### src/rtl/rom_arbiter_pkg.sv
// rom_arb_pkg: constants and helpers shared by the ROM arbiter slice.
//   NREQ_DEF/WIDTH_DEF/DEPTH_DEF : default geometry shared with the ROM instances
//   MAX_NREQ/MAX_IDW             : upper bound of the requester count and its index width
//   onehot(idx, n)               : one-hot decode of idx, bits at or above n forced low
package rom_arb_pkg;

  localparam int NREQ_DEF  = 4;
  localparam int WIDTH_DEF = 8;
  localparam int DEPTH_DEF = 256;
  localparam int MAX_NREQ  = 8;
  localparam int MAX_IDW   = 3;

  function automatic logic [MAX_NREQ-1:0] onehot(input logic [MAX_IDW-1:0] idx,
                                                 input int unsigned n);
    logic [MAX_NREQ-1:0] r;
    r = '0;
    for (int unsigned i = 0; i < MAX_NREQ; i++) begin
      if (i < n && idx == MAX_IDW'(i)) r[i] = 1'b1;
    end
    return r;
  endfunction

endpackage

### src/rtl/rom_arbiter_if.sv
// rom_arbiter_if: request/response bundle between the requesters, the ROM and the arbiter.
//   en        : arbitration enable
//   req_valid : per-requester read request
//   req_addr  : packed addresses, requester i at [i*ADDRW +: ADDRW]
//   req_ready : one-hot (or zero) grant
//   rom_addr  : address presented to the external ROM
//   rom_data  : combinational ROM read data
//   rsp_valid : one-hot registered response strobe
//   rsp_id    : index of the responding requester
//   rsp_data  : registered ROM data
// master = requester/ROM side, slave = arbiter side.
interface rom_arbiter_if
  import rom_arb_pkg::*;
#(
  parameter int NREQ  = NREQ_DEF,
  parameter int WIDTH = WIDTH_DEF,
  parameter int ADDRW = $clog2(DEPTH_DEF),
  parameter int IDW   = $clog2(NREQ)
);
  logic                  en;
  logic [NREQ-1:0]       req_valid;
  logic [NREQ*ADDRW-1:0] req_addr;
  logic [NREQ-1:0]       req_ready;
  logic [ADDRW-1:0]      rom_addr;
  logic [WIDTH-1:0]      rom_data;
  logic [NREQ-1:0]       rsp_valid;
  logic [IDW-1:0]        rsp_id;
  logic [WIDTH-1:0]      rsp_data;

  modport master (
    output en, req_valid, req_addr, rom_data,
    input  req_ready, rom_addr, rsp_valid, rsp_id, rsp_data
  );

  modport slave (
    input  en, req_valid, req_addr, rom_data,
    output req_ready, rom_addr, rsp_valid, rsp_id, rsp_data
  );
endinterface

### src/rtl/rom_arbiter_rr_pick.sv
// rr_pick: combinational round-robin picker.
//   i_req    : request vector (already gated by enable)
//   i_ptr    : highest-priority index
//   o_winner : winning index; equals i_ptr when nothing is requested
//   o_grant  : one-hot grant (zero when nothing is requested)
//   o_any    : at least one request present
// Rotates the request vector so i_ptr lands at bit 0, priority-encodes the
// lowest set bit, then rotates the offset back with an explicit modulo compare.
module rr_pick
  import rom_arb_pkg::*;
#(
  parameter int NREQ = NREQ_DEF,
  parameter int IDW  = $clog2(NREQ)
) (
  input  logic [NREQ-1:0] i_req,
  input  logic [IDW-1:0]  i_ptr,
  output logic [IDW-1:0]  o_winner,
  output logic [NREQ-1:0] o_grant,
  output logic            o_any
);
  localparam logic [IDW:0] L_N = (IDW+1)'(NREQ);

  logic [NREQ-1:0]     w_rot;
  logic [IDW-1:0]      w_off;
  logic [IDW:0]        w_sum;
  logic [MAX_NREQ-1:0] w_oh;

  always_comb begin
    w_rot = '0;
    for (int unsigned k = 0; k < NREQ; k++) begin
      int unsigned idx;
      idx = 32'(i_ptr) + k;
      if (idx >= NREQ) idx = idx - NREQ;
      w_rot[k] = i_req[idx];
    end
  end

  always_comb begin
    o_any = 1'b0;
    w_off = '0;
    for (int unsigned k = 0; k < NREQ; k++) begin
      if (w_rot[k] && !o_any) begin
        o_any = 1'b1;
        w_off = IDW'(k);
      end
    end
  end

  always_comb begin
    w_sum = {1'b0, i_ptr} + {1'b0, w_off};
    if (w_sum >= L_N) w_sum = w_sum - L_N;
    o_winner = w_sum[IDW-1:0];
    w_oh     = onehot(MAX_IDW'(o_winner), NREQ);
    o_grant  = o_any ? w_oh[NREQ-1:0] : '0;
  end
endmodule

### src/rtl/rom_arbiter.sv
// rom_arbiter: round-robin sharing of one combinational ROM between NREQ requesters.
//   clk   : system clock, all state on the rising edge
//   rst_n : asynchronous active-low reset
//   bus   : slave side of rom_arbiter_if (requests, ROM address/data, responses)
// A grant transfers when valid & ready; the ROM word is registered and returned
// one cycle later with a one-hot rsp_valid and the requester ID.
module rom_arbiter
  import rom_arb_pkg::*;
#(
  parameter int NREQ  = NREQ_DEF,
  parameter int WIDTH = WIDTH_DEF,
  parameter int DEPTH = DEPTH_DEF,
  parameter int ADDRW = $clog2(DEPTH),
  parameter int IDW   = $clog2(NREQ)
) (
  input  logic          clk,
  input  logic          rst_n,
  rom_arbiter_if.slave  bus
);
  localparam logic [IDW-1:0] L_LAST = IDW'(NREQ - 1);

  logic [IDW-1:0]   r_ptr;
  logic [NREQ-1:0]  r_rsp_valid;
  logic [IDW-1:0]   r_rsp_id;
  logic [WIDTH-1:0] r_rsp_data;

  logic [NREQ-1:0]  w_req;
  logic [NREQ-1:0]  w_grant;
  logic [IDW-1:0]   w_win;
  logic             w_any;
  logic [IDW-1:0]   w_ptr_nxt;
  logic [ADDRW-1:0] w_addr_sel;

  // Gating with rst_n keeps ready low for the whole reset interval.
  assign w_req = (bus.en && rst_n) ? bus.req_valid : '0;

  rr_pick #(.NREQ(NREQ), .IDW(IDW)) u_pick (
    .i_req    (w_req),
    .i_ptr    (r_ptr),
    .o_winner (w_win),
    .o_grant  (w_grant),
    .o_any    (w_any)
  );

  // With no request the picker returns ptr, so the idle address is req_addr[ptr].
  always_comb begin
    w_addr_sel = '0;
    for (int unsigned i = 0; i < NREQ; i++) begin
      if (w_win == IDW'(i)) w_addr_sel = bus.req_addr[i*ADDRW +: ADDRW];
    end
  end

  // Explicit wrap so a non-power-of-two NREQ never lets ptr reach NREQ.
  assign w_ptr_nxt = (w_win == L_LAST) ? '0 : w_win + 1'b1;

  always_ff @(posedge clk or negedge rst_n) begin
    if (!rst_n) begin
      r_ptr       <= '0;
      r_rsp_valid <= '0;
      r_rsp_id    <= '0;
      r_rsp_data  <= '0;
    end else if (w_any) begin
      r_ptr       <= w_ptr_nxt;
      r_rsp_valid <= w_grant;
      r_rsp_id    <= w_win;
      r_rsp_data  <= bus.rom_data;
    end else begin
      r_rsp_valid <= '0;
    end
  end

  assign bus.req_ready = w_grant;
  assign bus.rom_addr  = w_addr_sel;
  assign bus.rsp_valid = r_rsp_valid;
  assign bus.rsp_id    = r_rsp_id;
  assign bus.rsp_data  = r_rsp_data;
endmodule

### src/flat_wrapper.sv
// flat-port wrapper written by rule: the top's interface ports become plain ports
module rom_arbiter_flat import rom_arb_pkg::*;
#(
  parameter int NREQ  = NREQ_DEF,
  parameter int WIDTH = WIDTH_DEF,
  parameter int DEPTH = DEPTH_DEF,
  parameter int ADDRW = $clog2(DEPTH),
  parameter int IDW   = $clog2(NREQ)
)
  (clk, rst_n, bus_en, bus_req_valid, bus_req_addr, bus_rom_data, bus_req_ready, bus_rom_addr, bus_rsp_valid, bus_rsp_id, bus_rsp_data);
  rom_arbiter_if #(.NREQ(NREQ), .WIDTH(WIDTH), .ADDRW(ADDRW), .IDW(IDW)) bus_i ();
  input  logic clk;
  input  logic rst_n;
  input wire logic [$bits(bus_i.en)-1:0] bus_en;
  input wire logic [$bits(bus_i.req_valid)-1:0] bus_req_valid;
  input wire logic [$bits(bus_i.req_addr)-1:0] bus_req_addr;
  input wire logic [$bits(bus_i.rom_data)-1:0] bus_rom_data;
  output wire logic [$bits(bus_i.req_ready)-1:0] bus_req_ready;
  output wire logic [$bits(bus_i.rom_addr)-1:0] bus_rom_addr;
  output wire logic [$bits(bus_i.rsp_valid)-1:0] bus_rsp_valid;
  output wire logic [$bits(bus_i.rsp_id)-1:0] bus_rsp_id;
  output wire logic [$bits(bus_i.rsp_data)-1:0] bus_rsp_data;
  assign bus_i.en = bus_en;
  assign bus_i.req_valid = bus_req_valid;
  assign bus_i.req_addr = bus_req_addr;
  assign bus_i.rom_data = bus_rom_data;
  assign bus_req_ready = bus_i.req_ready;
  assign bus_rom_addr = bus_i.rom_addr;
  assign bus_rsp_valid = bus_i.rsp_valid;
  assign bus_rsp_id = bus_i.rsp_id;
  assign bus_rsp_data = bus_i.rsp_data;
  rom_arbiter #(.NREQ(NREQ), .WIDTH(WIDTH), .DEPTH(DEPTH), .ADDRW(ADDRW), .IDW(IDW)) u_core (.clk(clk), .rst_n(rst_n), .bus(bus_i));
endmodule
### config.mk
export PLATFORM = sky130hd
export DESIGN_NAME = rom_arbiter_flat
export DESIGN_NICKNAME = d
export VERILOG_FILES = /design/src/rtl/rom_arbiter_pkg.sv /design/src/rtl/rom_arbiter_if.sv /design/src/rtl/rom_arbiter_rr_pick.sv /design/src/rtl/rom_arbiter.sv /design/src/flat_wrapper.sv
export SDC_FILE = /design/constraint.sdc
export NUM_CORES = 1
export LEC_CHECK = 0
export ABC_AREA = 1
export CELL_PAD_IN_SITES_DETAIL_PLACEMENT = 0
export CELL_PAD_IN_SITES_GLOBAL_PLACEMENT = 1
export CORE_MARGIN = 2
export CORE_UTILIZATION = 44
export DETAILED_ROUTE_END_ITERATION = 8
export DONT_BUFFER_PORTS = 1
export HOLD_SLACK_MARGIN = 0.02
export PLACE_DENSITY_LB_ADDON = 0.2
export SKIP_CTS_REPAIR_TIMING = 1
export SLEW_MARGIN = 20
export SYNTH_ARGS = -nofsm -noshare
export SYNTH_HDL_FRONTEND = slang
export SYNTH_HIERARCHICAL = 1
export SYNTH_SLANG_ARGS = --single-unit
### constraint.sdc
create_clock -name clk -period 6.1 [get_ports clk]
set_clock_uncertainty 0.15 [all_clocks]
set_input_delay 0 -clock clk [delete_from_list [all_inputs] [get_ports clk]]
set_output_delay 0 -clock clk [all_outputs]
set_load 0.05 [all_outputs]
==> Yosys cells after proc, flatten, opt, wreduce, memory -nomap -nowiden <==
Cells that the tools add are included.
{ "word_totals": {"reg_bits": 16, "latch_bits": 0, "mem_bits_rw": 0, "rom_bits": 0, "input_bits": 47, "out_inout_bits": 26, "memories": 0} }
{ "op_classes": {"addsub": 10, "multipliers": 0, "div": 0, "n_lt_le_gt_ge": 9, "n_eq_ne": 3, "n_shift": 0, "muxes": 32, "n_bitwise": 0, "n_reduce_logical": 8} }
{ "ops": {"columns": ["cell", "n"], "rows": [
  ["$lt 32x3->1 const B", 4],
  ["$mux 32", 4],
  ["$mux 8", 4],
  ["$mux 1", 13],
  ["$ge 3x3->1 const B", 4],
  ["$mux 4", 3],
  ["$sub 3x3->4 const B", 3],
  ["$bmux 1 s2", 4],
  ["$mux 2", 4],
  ["$add 2x2->3 const B", 2],
  ["$eq 2x2->1 const B", 2],
  ["$logic_and 1x1->1", 4],
  ["$sub 2x3->4 const B", 1],
  ["$add 2x1->3 const B", 1],
  ["$add 2x2->3", 1],
  ["$ge 2x3->1 const B", 1],
  ["$logic_not 1->1", 3],
  ["$add 2x1->2 const B", 1],
  ["$eq 2x1->1 const B", 1],
  ["$logic_not 2->1", 1],
  ["$sub 2x1->2 const B", 1]
]} }

==> Longest topological paths before layout <==
Gate-level depths: netlist of run 1.
{ "logic_depth": {"word_depth": 22, "depth_mapped": 22, "mapped_depth_nobuf": 21} }

==> Cells and area by module <==
The synthesis of run 1 kept the hierarchy.
{ "by_module_without_submodules": {"columns": ["module", "n_inst", "cells_per_inst", "area_per_inst_um2", "seq_area_each_um2"], "rows": [
  ["rom_arbiter", 1, 146, 1013.5, 400.4],
  ["rr_pick", 1, 70, 342.8, 0.0]
]} }

==> Worst setup path before layout of run 1 <==
No wires, ideal clock.
{ "synth_timing": {"kind": "register to register", "start": "reg u_core.r_ptr[0]", "end": "reg u_core.r_rsp_valid[2], in the netlist u_core/bus.rsp_valid[2]", "setup_ps": 67, "arrival_ps": 2465, "slack_ps": 3418, "path_stages_with_launch": 15, "path_buffers": 1, "synth_period_minus_slack_ps": 2682, "path_cell_list": "dfrtp_1 buf_6 inv_8 nand2_1 nand2_1 nand2_1 nand2_1 a21oi_1 nor2_1 ha_1 xnor2_1 nand3_2 a21oi_1 nand2_1 inv_1"} }
{ "synth_via": {"elab_chain_cells": 21, "word_cells_on_any_way": 44, "cone_classes": "add/sub: 9; order compare: 5; eq/ne: 1; mux: 23; reduce/logical: 6"} }
{ "synth_lines": {"columns": ["element", "line", "rtl"], "rows": [
  ["from (decl)", "rom_arbiter.sv:22", "logic [IDW-1:0] r_ptr;"],
  ["from (signal assigned)", "rom_arbiter.sv:63", "r_ptr <= w_ptr_nxt;"],
  ["parallel branches: the longest is 19 deep, another holds $sub 3x3->4", null, null],
  ["$mux 4 (*)", "rom_arbiter_rr_pick.sv:54", "o_grant = o_any ? w_oh[NREQ-1:0] : '0;"],
  ["net bus_req_ready[2]", "flat_wrapper.sv:18", "output wire logic [$bits(bus_i.req_ready)-1:0] bus_req_ready;"],
  ["$mux 4 (*)", "rom_arbiter.sv:62", "end else if (w_any) begin"],
  ["to (signal assigned)", "rom_arbiter.sv:64", "r_rsp_valid <= w_grant;"],
  ["to (decl)", "rom_arbiter.sv:23", "logic [NREQ-1:0] r_rsp_valid;"]
]} }
Mark *: on every way through the listed nets, which the timed path passes. The select of a mux whose other input is x is not followed.
A chain may end at the register's enable or synchronous reset.

==> Final worst setup path of run 1 <==
{ "layout_timing": {"start": "reg u_core.r_ptr[0]", "end": "out bus_rom_addr[2]"} }
{ "layout_via": {"elab_chain_cells": 22, "word_cells_on_any_way": 47, "cone_classes": "add/sub: 9; order compare: 5; eq/ne: 3; mux: 23; reduce/logical: 7"} }
{ "layout_lines": {"columns": ["element", "line", "rtl"], "rows": [
  ["parallel branches: the longest is 14 deep, another holds $sub 3x3->4", null, null],
  ["$add 2x2->3 (*)", "rom_arbiter_rr_pick.sv:50", "w_sum = {1'b0, i_ptr} + {1'b0, w_off};"],
  ["$ge 3x3->1 or $sub 2x1->2 (tied branches)", "rom_arbiter_rr_pick.sv:51", "if (w_sum >= L_N) w_sum = w_sum - L_N;"],
  ["$mux 2 (*)", "rom_arbiter_rr_pick.sv:51", null],
  ["net u_core.w_win[1]", "rom_arbiter.sv:29", "logic [IDW-1:0] w_win;"],
  ["$logic_not 2->1", "rom_arbiter.sv:49", "if (w_win == IDW'(i)) w_addr_sel = bus.req_addr[i*ADDRW +: ADDRW];"],
  ["$mux 8 (3 in a row)", "rom_arbiter.sv:49", null],
  ["$mux 8 (*)", "rom_arbiter.sv:49", null],
  ["to (decl)", "flat_wrapper.sv:19", "output wire logic [$bits(bus_i.rom_addr)-1:0] bus_rom_addr;"]
]} }
Marks and branches as above.

==> impl_metrics.json, run 1 <==
{
  "grt_pass1_wl_mm": 4.64,
  "grt_max_degree": 18,
  "area_growth_syn_to_layout_pct": 5.72,
  "yosys_warnings": 6,
  "postPlaceCellArea_um2": 1310,
  "die_x_um": 59.5,
  "grt_util_all_layers_pct": 16.8,
  "wl_per_cell_um": 11.7,
  "grt_pass1_vias": 1079,
  "antenna_cells": 0,
  "synth-seq-cells": 16,
  "place_congestion": 0.710,
  "cts_sinks": 16,
  "drt_iter0_markers": 42,
  "finalSetupViolCount": 0,
  "fin_cells": 252,
  "synth.distinct_cells": 20,
  "synthFlopType": "dfrtp_1",
  "nFillCells": 320,
  "gr-total-overflow": 0,
  "row_count": 20,
  "core_area_um2": 3000,
  "dpl.hpwl_mm": 2.24,
  "period_minus_slack_ns": 3.43,
  "drv_slew": 0,
  "status": "completed",
  "port_buffers": 0,
  "ios": 73,
  "cts_made_buffers": 3,
  "syn_inst": 216,
  "syn_area_um2": 1360,
  "end_kind": "output pin",
  "post_synth.cell_area_avg_um2": 6.28,
  "cts_tree": "done",
  "maxSlewHeadroom_pct": 24.6,
  "clock_latency_ns": 0.28,
  "worstSetupStartpointType": "flip-flop",
  "nets": 272,
  "cap_violations": 0,
  "firstDrtPassIters": 4,
  "critical_path_class": "flip-flop to output pin",
  "clk_path_buf_depth": 2,
  "layout_commonest_cell": "nand2_1",
  "grt_setup_unrepaired": "false",
  "synth_enable_flop_cells": 0,
  "htree_levels": 1,
  "viasPerCell": 4.89,
  "wl_mm": 2.96,
  "cp_max_fo": 11,
  "hp-class": "primary input to asynchronous set/reset pin",
  "worstPathArrival_ns": 3.28,
  "dp_cells": 239,
  "ant_nets": 0,
  "tns_ns": 0,
  "drive_above_1_share_pct": 10.0,
  "cp.required_ns": 5.95,
  "via_count": 1232,
  "timing_worst_slew_pin_value_ns": 1.13,
  "synth_fp_nets": 268,
  "cts_root_buffer": "clkbuf_4",
  "dieArea_um2": 3540,
  "final_area_um2": 1430,
  "most-common-layout-cells": "nand2_1, inv_1, a21oi_1",
  "antenna_found_initial": 0,
  "synth_seq_area_share_pct": 29.5,
  "worst_setup_hold_path_clk_slew_ns": 0.09,
  "timing.fmax_mhz": 292,
  "ys_async_sr_fraction_pct": 100,
  "initial_core_util_pct": 45.2,
  "fin_crit_sh_pct": 56.2,
  "hold_viol": 0,
  "die_height_um": 59.5,
  "drc": 0
}
## worst max-delay path: stages (launching register included)
cell	delay [ns]
dfrtp_1	0.63
inv_8	0.07
nand2_1	0.11
nand2_1	0.06
nand2_1	0.05
nand2_1	0.07
a21oi_1	0.14
nor2_1	0.05
ha_1	0.18
xnor2_1	0.21
inv_1	0.08
nand2_2	0.09
nand2_2	0.08
inv_1	0.10
ha_1	0.39
inv_2	0.15
nand3_1	0.10
nand2_1	0.06
nand2_1	0.07
nand2_1	0.29
## logic make-up (layout without fill, tap and decap cells)
| family | after synthesis | after routing | share of synthesized area, % |
|---|---|---|---|
| compound gates | 22 | 22 | 9.23 |
| xor+xnor | 1 | 1 | 0.646 |
| fa+ha+maj | 5 | 5 | 4.61 |
| buf+inv | 38 | 41 | 15.1 |
| flops | 16 | 16 | 29.5 |
| simple gates | 134 | 134 | 40.9 |
## synthesized netlist by cell type (2+ instances only)
| master | n | area [um^2] |
|---|---|---|
| a21oi_1 | 17 | 85.1 |
| a21oi_2 | 2 | 17.5 |
| buf_2 | 3 | 15.0 |
| buf_6 | 6 | 67.6 |
| dfrtp_1 | 16 | 400 |
| ha_1 | 5 | 62.6 |
| inv_1 | 24 | 90.1 |
| inv_2 | 2 | 7.51 |
| nand2_1 | 103 | 387 |
| nand2_2 | 9 | 56.3 |
| nand3_1 | 12 | 60.1 |
| nor2_1 | 8 | 30.0 |
| o21ai_0 | 2 | 10.0 |
## routing by layer
metal | track usage [%] | share of wire (%) | wire (um)
met1 | 23.4 | 44 | 1310
met2 | 26.4 | 48 | 1430
met5 | 0 | 0 | 0
met3 | 3.28 | 7.2 | 213
met4 | 4.76 | 0.14 | 4
## registers in the layout (all words and copies together), names as in the netlist
register	cells
u_core/bus.rsp_data	8
u_core/bus.rsp_valid	4
u_core/bus.rsp_id	2
u_core/r_ptr	2
## final timing paths
check / from / cells after the start / endpoint / slack (ns)
min in group clk: bus_req_addr[24] / 2 / bus_rom_addr[0] / 0.18
worst min register to register: u_core/r_ptr[1]$_DFFE_PN0P_ / 2 / u_core/r_ptr[1]$_DFFE_PN0P_ / 0.54
worst min-delay path: rst_n / 1 / u_core/bus.rsp_data[4]$_DFFE_PN0P_ / 0.04
worst max-delay path: u_core/r_ptr[0]$_DFFE_PN0P_ / 19 / bus_rom_addr[2] / 2.67
max in group asynchronous: rst_n / 1 / u_core/bus.rsp_data[0]$_DFFE_PN0P_ / 5.33
worst max register to register: u_core/r_ptr[0]$_DFFE_PN0P_ / 13 / u_core/bus.rsp_valid[3]$_DFF_PN0_ / 3.08
## final cells by class
| cell class | count | area [um^2] | area share (%) |
|---|---|---|---|
| flip-flops and latches | 16 | 400 | 27.9 |
| well taps | 33 | 41.3 | 2.88 |
| multi-input cells | 162 | 751 | 52.4 |
| clock buffers | 4 | 36.3 | 2.53 |
| repair buffers | 9 | 90.1 | 6.28 |
| inverters | 28 | 115 | 8.03 |
## metrics by stage
| step | setup WS (ns) | hold WS [ns] | util, % |
|---|---|---|---|
| floorplan | 3.42 | -0.446 | - |
| global placement | 3.07 | -0.445 | 43.5 |
| detailed placement | 3.01 | -0.445 | 43.5 |
| CTS | 2.65 | -0.767 | 44.8 |
| global route | 2.30 | 0.114 | 47.8 |
| finish | 2.67 | 0.0421 | 47.8 |
Power of run 1 is left out: the tool's default activity adds up to more than one toggle a clock period on the data nets, which glitch-free logic cannot reach.
==> inputs of run 2 (changes only) <==
--- a/config.mk
+++ b/config.mk
@@ -9,7 +9,7 @@
 export CELL_PAD_IN_SITES_DETAIL_PLACEMENT = 0
 export CELL_PAD_IN_SITES_GLOBAL_PLACEMENT = 1
 export CORE_MARGIN = 2
-export CORE_UTILIZATION = 44
+export CORE_UTILIZATION = 41
 export DETAILED_ROUTE_END_ITERATION = 8
 export DONT_BUFFER_PORTS = 1
 export HOLD_SLACK_MARGIN = 0.02
==> constraint.sdc (replaced) <==
create_clock -name clk -period 3.5 [get_ports clk]
set_clock_uncertainty 0.15 [all_clocks]
set_input_delay 0 -clock clk [delete_from_list [all_inputs] [get_ports clk]]
set_output_delay 0 -clock clk [all_outputs]
set_load 0.05 [all_outputs]
==> run 2 against run 1 <==
Compared with the run above:
- clock-buffer cell count unchanged
- worst setup slack worse by 2.4 ns
- non-clock buffer count increased by 4
- final cell count rose by 6.0%
- global-route usage fell by 1.8 points
- die area is 6.8% higher
- critical path depth shrank 1
- via count increased by 3.2%
- design area up 4.1%
- wire length fell by 0.41%
- critical endpoint is now bus_rom_addr[7]
==> impl_metrics.json, run 2 (synthesis gave the netlist of run 1 again) <==
{
  "status": "completed",
  "critPathSlowestCell": "dfrtp_2",
  "critical_path_class": "flip-flop to output pin",
  "cts_sinks": 16,
  "post-route-util_pct": 48.1,
  "nets": 276,
  "worst_setup_hold_path_clk_slew_ns": 0.09,
  "via_count": 1272,
  "crit_top_cell": "nand2_1",
  "cp-startpoint": "u_core/r_ptr[0]$_DFFE_PN0P_",
  "largest_reg_flops": 8,
  "timing_worst_slew_pin_value_ns": 0.675,
  "dieArea_um2": 3780,
  "layout_commonest_cell": "nand2_1",
  "drc": 0,
  "hold_viol": 0,
  "firstDrtPassIters": 4,
  "drive_above_1_share_pct": 14.8,
  "end_kind": "output pin",
  "initial_core_util_pct": 43.7,
  "htree_levels": 1,
  "dpl.hpwl_mm": 2.25,
  "gr-total-overflow": 0,
  "cap_violations": 0,
  "place_congestion": 0.709,
  "critical-path-max-stage-delay_ns": 0.52,
  "antenna_found_initial": 0,
  "cp_top_family": "simple AND/OR/NAND/NOR gates",
  "cp_max_fo": 11,
  "worstSetupStartpointType": "flip-flop",
  "ios": 73,
  "timing.fmax_mhz": 312,
  "port_buffers": 0,
  "clk_path_buf_depth": 2,
  "r2r_start": "u_core/r_ptr[0]$_DFFE_PN0P_",
  "core_area_um2": 3100,
  "path_buf_inv": 3,
  "grt_max_degree": 18,
  "cts_made_buffers": 3,
  "viasPerCell": 4.76,
  "fin_crit_sh_pct": 91.7,
  "wl_mm": 2.95,
  "period_minus_slack_ns": 3.21,
  "grt_setup_unrepaired": "false",
  "nFillCells": 343,
  "die_height_um": 61.5,
  "cts_root_buffer": "clkbuf_4",
  "cts_tree": "done",
  "area_growth_syn_to_layout_pct": 10.1,
  "cp.required_ns": 3.35,
  "grt_pass1_wl_mm": 4.39,
  "most-common-layout-cells": "nand2_1, inv_1, a21oi_1",
  "worstPathArrival_ns": 3.06,
  "grt_util_all_layers_pct": 15.0,
  "wl_per_cell_um": 11.0,
  "finalSetupViolCount": 0,
  "row_count": 20,
  "crit_path_cell_trace": "inv_8 > nand2_1 > nand2_1 > nand2_1 > nand2_1 > a21oi_1 > nor2_1 > ha_1 > xnor2_1 > nand3_2 > nand2_2 > inv_1 > ha_2 > inv_2 > nand3_1 > nand2_1 > nand2_1 > nand2_1",
  "drv_slew": 0,
  "die_x_um": 61.5,
  "clock_latency_ns": 0.28,
  "maxSlewHeadroom_pct": 54.8,
  "antenna_cells": 0,
  "drt_iter0_markers": 66,
  "ant_nets": 0,
  "grt_pass1_vias": 1074,
  "hp-class": "primary input to asynchronous set/reset pin",
  "tns_ns": 0
}
-- run 2: path summary, 6_finish.rpt --
kind                                                       to  slack [ns]  cells after the start
setup / recovery                              bus_rom_addr[7]        0.29                     18
hold / removal             u_core/bus.rsp_data[6]$_DFFE_PN0P_        0.04                      1
setup reg to reg                  u_core/r_ptr[0]$_DFFE_PN0P_        0.95                     14
hold reg to reg                   u_core/r_ptr[1]$_DFFE_PN0P_        0.49                      2
max in group asynchronous         u_core/r_ptr[1]$_DFFE_PN0P_        2.69                      1
min in group clk                              bus_rom_addr[1]        0.09                      2
-- run 2: layout make-up --
| cell class | count | area, um^2 | area share (%) |
|---|---|---|---|
| multi-input cells | 162 | 763 | 51.1 |
| flip-flops and latches | 16 | 403 | 27.0 |
| repair buffers | 13 | 120 | 8.05 |
| inverters | 28 | 115 | 7.71 |
| well taps | 44 | 55.1 | 3.69 |
| clock buffers | 4 | 36.3 | 2.43 |
-- run 2: routing by layer --
metal / global-route usage (%) / routed length, um
met1: 19.5 / 1270
met2: 24.5 / 1450
met4: 5.47 / 12
met3: 3.15 / 216
met5: 0 / 0
-- run 2: stage by stage --
step	setup WS (ns)	instance area (um^2)	cells	hold WS [ns]
after CTS	0.0518	1390	258	-0.763
after global placement	0.457	1350	254	-0.445
after global routing	0.0108	1490	267	0.0823
after detailed placement	0.389	1350	254	-0.445
after floorplan	0.818	1360	216	-0.446
final	0.290	1490	267	0.0412
-- run 2: worst reg2reg max path, cell delays in order, from the launching register on --
cell and delay (ns):
dfrtp_2 0.52, inv_8 0.07, nand2_1 0.10, nand2_1 0.06, nand2_1 0.06, nand2_1 0.07, a21oi_1 0.14, nor2_1 0.05
ha_1 0.18, xnor2_1 0.23, inv_1 0.09, nand2_2 0.09, nand2_2 0.09, ha_2 0.29, o31ai_2 0.26
Power of run 2 is left out for the same reason.
